`src/rtl/count4_up.sv`:
```
//----------------------------------------------------------------------------
// Module      : count4_up
// Description : Up counter with enable, synchronous clear, parallel load and
//               a programmable wrap value. Every state bit is its own D
//               flip-flop, and the increment uses toggle logic. Combinational
//               terminal count (tc) and carry out (co) allow instances to be
//               cascaded into wider counters.
// Revision    : 1.0 - initial release
//----------------------------------------------------------------------------
`default_nettype none
`timescale 1ns/1ps

// Single state bit: D flip-flop with asynchronous active-low clear.
module count4_up_dff (
  input  logic clk,
  input  logic reset_n,
  input  logic d,
  output logic q
);

  // State bit capture; reset forces 0 without waiting for a clock edge.
  always_ff @(posedge clk or negedge reset_n) begin
    if (!reset_n) begin
      q <= 1'b0;
    end else begin
      q <= d;
    end
  end

endmodule

module count4_up #(
  parameter int WIDTH = 4,
  parameter int MAX   = (1 << WIDTH) - 1
) (
  input  logic             clk,
  input  logic             reset_n,
  input  logic             en,
  input  logic             clr,
  input  logic             load,
  input  logic [WIDTH-1:0] d,
  output logic [WIDTH-1:0] q,
  output logic             tc,
  output logic             co
);

  // Wrap value truncated to the counter width.
  localparam logic [WIDTH-1:0] c_max = WIDTH'(MAX);

  logic [WIDTH-1:0] w_toggle;  // bit i toggles when all lower bits are 1
  logic [WIDTH-1:0] w_inc;     // q + 1 formed by toggling
  logic             w_wrap;    // at or above the wrap value
  logic [WIDTH-1:0] w_next;    // next state presented to the flip-flops

  // Toggle enables and the incremented value, one slice per bit.
  for (genvar i = 0; i < WIDTH; i++) begin : g_toggle
    if (i == 0) begin : g_lsb
      assign w_toggle[i] = 1'b1;
    end else begin : g_upper
      assign w_toggle[i] = &q[i-1:0];
    end
    assign w_inc[i] = q[i] ^ w_toggle[i];
  end

  // Values loaded above the wrap value also wrap, so the counter never
  // walks through the unused range.
  assign w_wrap = (q >= c_max);

  // Next-state selection in priority order: clear, load, wrap, increment.
  always_comb begin
    w_next = q;
    if (clr) begin
      w_next = '0;
    end else if (load) begin
      w_next = d;
    end else if (en) begin
      if (w_wrap) begin
        w_next = '0;
      end else begin
        w_next = w_inc;
      end
    end
  end

  // One flip-flop per count bit; q comes straight from the flops.
  for (genvar i = 0; i < WIDTH; i++) begin : g_bit
    count4_up_dff u_dff (
      .clk     (clk),
      .reset_n (reset_n),
      .d       (w_next[i]),
      .q       (q[i])
    );
  end

  // Terminal count and cascade carry, no register stage.
  assign tc = (q == c_max);
  assign co = tc & en;

endmodule

`default_nettype wire

```
`config.mk`:
```
export PLATFORM = sky130hd
export DESIGN_NAME = count4_up
export DESIGN_NICKNAME = d
export VERILOG_FILES = /design/src/rtl/count4_up.sv
export SDC_FILE = /design/constraint.sdc
export NUM_CORES = 1
export LEC_CHECK = 0
export CORE_AREA = 10 10 47 49
export CTS_BUF_LIST = sky130_fd_sc_hd__clkbuf_4 sky130_fd_sc_hd__clkbuf_8
export CTS_CLUSTER_DIAMETER = 80
export DETAILED_ROUTE_END_ITERATION = 10
export DIE_AREA = 0 0 57 59
export PLACE_DENSITY = 0.57
export SLEW_MARGIN = 20
export SYNTH_ARGS = -nofsm -noshare
export SYNTH_HDL_FRONTEND = slang
export SYNTH_SLANG_ARGS = --single-unit
```
`constraint.sdc`:
```
create_clock -name clk -period 1.9 [get_ports clk]
set_input_delay 0.57 -clock clk [delete_from_list [all_inputs] [get_ports clk]]
set_output_delay 0.57 -clock clk [all_outputs]
set_load 0.03 [all_outputs]
```
==> impl_metrics.py <==
metrics = {
    "run_status": {
        "status": "finished clean",
    },
    "detailed_routing": {
        "wirelength_um": 824,
        "vias_per_cell": 4.29,
        "wire_per_inst_um": 12.5,
        "first_iter_violations": 4,
        "route.detailed.drc": 0,
        "drtAntennaViolNets": 0,
        "num_vias": 283,
        "firstDrtPassIters": 2,
    },
    "sta": {
        "fin_skew_ns": 0.00321,
        "finalCritPeriodShare_pct": 97.1,
        "fin_crit_ns": 1.85,
        "max_freq_mhz": 542,
        "setup_ws_ns": 0.0544,
        "worstMarginPinSlew_ns": 0.325,
        "slew_headroom_pct": 78.3,
        "drv_slew": 0,
        "holdWs_ns": 0.550,
        "setup_viol": 0,
        "hold_violations": 0,
    },
    "finish": {
        "top_regs": "g_bit.u_dff.q (4)",
        "diodes": 0,
        "nets": 63,
        "largest_register": "g_bit.u_dff.q",
        "num-fill-cells": 158,
        "seq_area_sq_um": 100,
        "multi_input_comb_area_sq_um": 169,
        "drive_above_1_share_pct": 34.0,
        "syn_to_final_growth_pct": 63.7,
        "largest_reg_flops": 4,
    },
    "worst_setup_path": {
        "path_max_fanout": 4,
        "path_cells": "ha_2 -> and3_4 -> and2_4 -> buf_6",
        "startpoint_type": "flop",
        "crit_type": "reg2out",
        "required_ns": 1.33,
        "max_stage_delay_ns": 0.39,
        "crit_arrival_ns": 1.28,
        "slowest_stage": "dfrtp_1",
        "end_kind": "output port",
    },
    "power": {
        "p_int_mw": 0.206,
        "comb_power_share_pct": 28.7,
        "pwr-share-seq_pct": 35.1,
        "total_power_mw": 0.280,
        "vdd_drop_max_v": 0.000249,
        "power.density_mw_per_mm2": 559,
        "switchingPower_mw": 0.0743,
        "switching_share_pct": 26.5,
        "p_leak_nw": 0.258,
        "p_clk_share_pct": 36.2,
    },
    "synthesis": {
        "netlist_area_sq_um": 307,
        "netlist.area_leader.share_pct": 32.7,
        "syn-instance-count": 33,
        "avgSynthCellArea_sq_um": 9.29,
        "yosysWarnings": 0,
        "synth_area_leaders": "dfrtp_1, buf_4, ha_1",
        "yosysSeqAreaShare_pct": 32.7,
        "synth.ff_latch_count": 4,
        "synth_area_leader_cell": "dfrtp_1",
        "synth_fp_nets": 44,
        "ys_types": 22,
    },
    "place": {
        "hpwl_um": 679,
        "finalWeightedCongestion": 0.685,
        "place_ws_ns": 0.00938,
        "port_buffers": 14,
    },
    "die": {
        "start_util_pct": 21.9,
        "ios": 15,
        "core_sq_mm": 0.00140,
        "die-area_sq_mm": 0.00336,
        "die_h_um": 59,
        "num_rows": 14,
        "die_w_um": 57,
    },
    "clock_tree": {
        "htreeDepth": 1,
        "clockBufferDepth": 2,
        "cts_buffers": 3,
        "clk_latency_ns": 0.23,
        "cts_hold_buf": 0,
        "clkTransAtPathRegs_ns": 0.04,
        "root_buffer": "clkbuf_4",
        "cts_tree": "yes",
        "cts_sinks": 4,
    },
    "global_route": {
        "antenna_found_initial": 0,
        "grt_use_total_pct": 5.20,
        "grt_pass1_vias": 276,
        "grt_overflow": 0,
        "grt_pass1_wl_um": 1340,
        "grt_max_degree": 6,
    },
    "hold_path": {
        "hold_path.class": "in2async",
    },
    "flow_run": {
        "drv_cap": 0,
    },
}
## metrics by stage
stage / instances / setup TNS [ns] / util (%) / cell area (sq um)
final: 66 / 0 / 35.8 / 502
after global routing: 66 / -0.00182 / 35.8 / 502
after floorplan: 33 / 0 / - / 307
after global placement: 61 / 0 / 32.1 / 449
after CTS: 65 / 0 / 34.9 / 489
after detailed placement: 61 / 0 / 32.1 / 449
## synth_stat cells
| library cell | count |
|---|---|
| a211o_1 | 1 |
| a21oi_1 | 2 |
| a221oi_2 | 1 |
| a22oi_1 | 1 |
| a31oi_1 | 1 |
| and2_2 | 1 |
| and3_1 | 1 |
| buf_2 | 1 |
| buf_4 | 4 |
| dfrtp_1 | 4 |
| ha_1 | 2 |
| inv_1 | 2 |
| inv_2 | 1 |
| mux2_2 | 1 |
| mux2i_1 | 1 |
| nand2_1 | 1 |
| nand2b_1 | 1 |
| nand3b_1 | 2 |
| nor2_1 | 2 |
| nor2b_2 | 1 |
| nor3_1 | 1 |
| or3_1 | 1 |
## path summary, 6_finish.rpt
path | start | end | slack, ns | cells after the start
worst max-delay path | g_bit[0].u_dff.q$_DFFE_PN0P_ | co | 0.05 | 4
worst min-delay path | reset_n | g_bit[1].u_dff.q$_DFFE_PN0P_ | 0.55 | 1
worst max register to register | g_bit[0].u_dff.q$_DFFE_PN0P_ | g_bit[0].u_dff.q$_DFFE_PN0P_ | 0.50 | 4
worst min register to register | g_bit[3].u_dff.q$_DFFE_PN0P_ | g_bit[3].u_dff.q$_DFFE_PN0P_ | 0.64 | 2
max in group asynchronous | reset_n | g_bit[3].u_dff.q$_DFFE_PN0P_ | 1.17 | 1
min in group clk | g_bit[3].u_dff.q$_DFFE_PN0P_ | g_bit[3].u_dff.q$_DFFE_PN0P_ | 0.64 | 2
## cell usage in the layout (no fill, tap or decap), types with 2 or more instances in the layout
cell type / count
a21oi_1: 2
buf_4: 6
clkbuf_4: 3
clkdlybuf4s50_1: 8
dfrtp_1: 4
dlygate4sd2_1: 2
dlymetal6s2s_1: 2
inv_1: 2
nand3b_1: 2
nor2_1: 2
## metal layers
metal	part of all wire, %	global-route usage [%]	up-vias
met2	46	7.29	9
met3	5.0	3.00	0
li1	-	-	147
met1	49	5.97	127
met5	0	0	-
met4	0	3.02	0
## power by group through the flow
stage | combinational (mW) | clock (mW) | sequential, mW
global route | 0.0886 | 0.115 | 0.0993
detailed placement | 0.0796 | 0 | 0.0995
global placement | 0.0796 | 0 | 0.0996
CTS | 0.0797 | 0.108 | 0.0987
floorplan | 0.0475 | 0 | 0.0978
finish | 0.0804 | 0.101 | 0.0985
## layout make-up
type                    instances  share of cell area, %
repair buffers                 19                   35.7
multi-input cells              21                   33.7
flip-flops and latches          4                   20.0
clock buffers                   3                   4.49
well taps                      16                   3.99
inverters                       3                   2.24
## timing repair
| action | CTS | global route |
|---|---|---|
| resized for setup | 6 | 2 |
| pin swaps | 1 | 2 |
| endpoints found under the setup margin | 2 | 2 |
| setup buffers | 1 | 1 |
| gates cloned | 0 | 0 |
## cells by family after synthesis
family / share of synthesized area, %
AOI/OAI and AO/OA: 15.5
adders and majority gates: 8.16
buffers and inverters: 15.1
DFF: 32.7
muxes: 6.94
and+or+nand+nor: 21.6
## critical path, delay by kind of cell (launching register included)
kind | cells | cell delay, ns
fa+ha+maj | 1 | 0.20
buf+inv | 1 | 0.13
flops | 1 | 0.39
simple gates | 2 | 0.32
No activity file was read; power rests on OpenSTA's default activity.
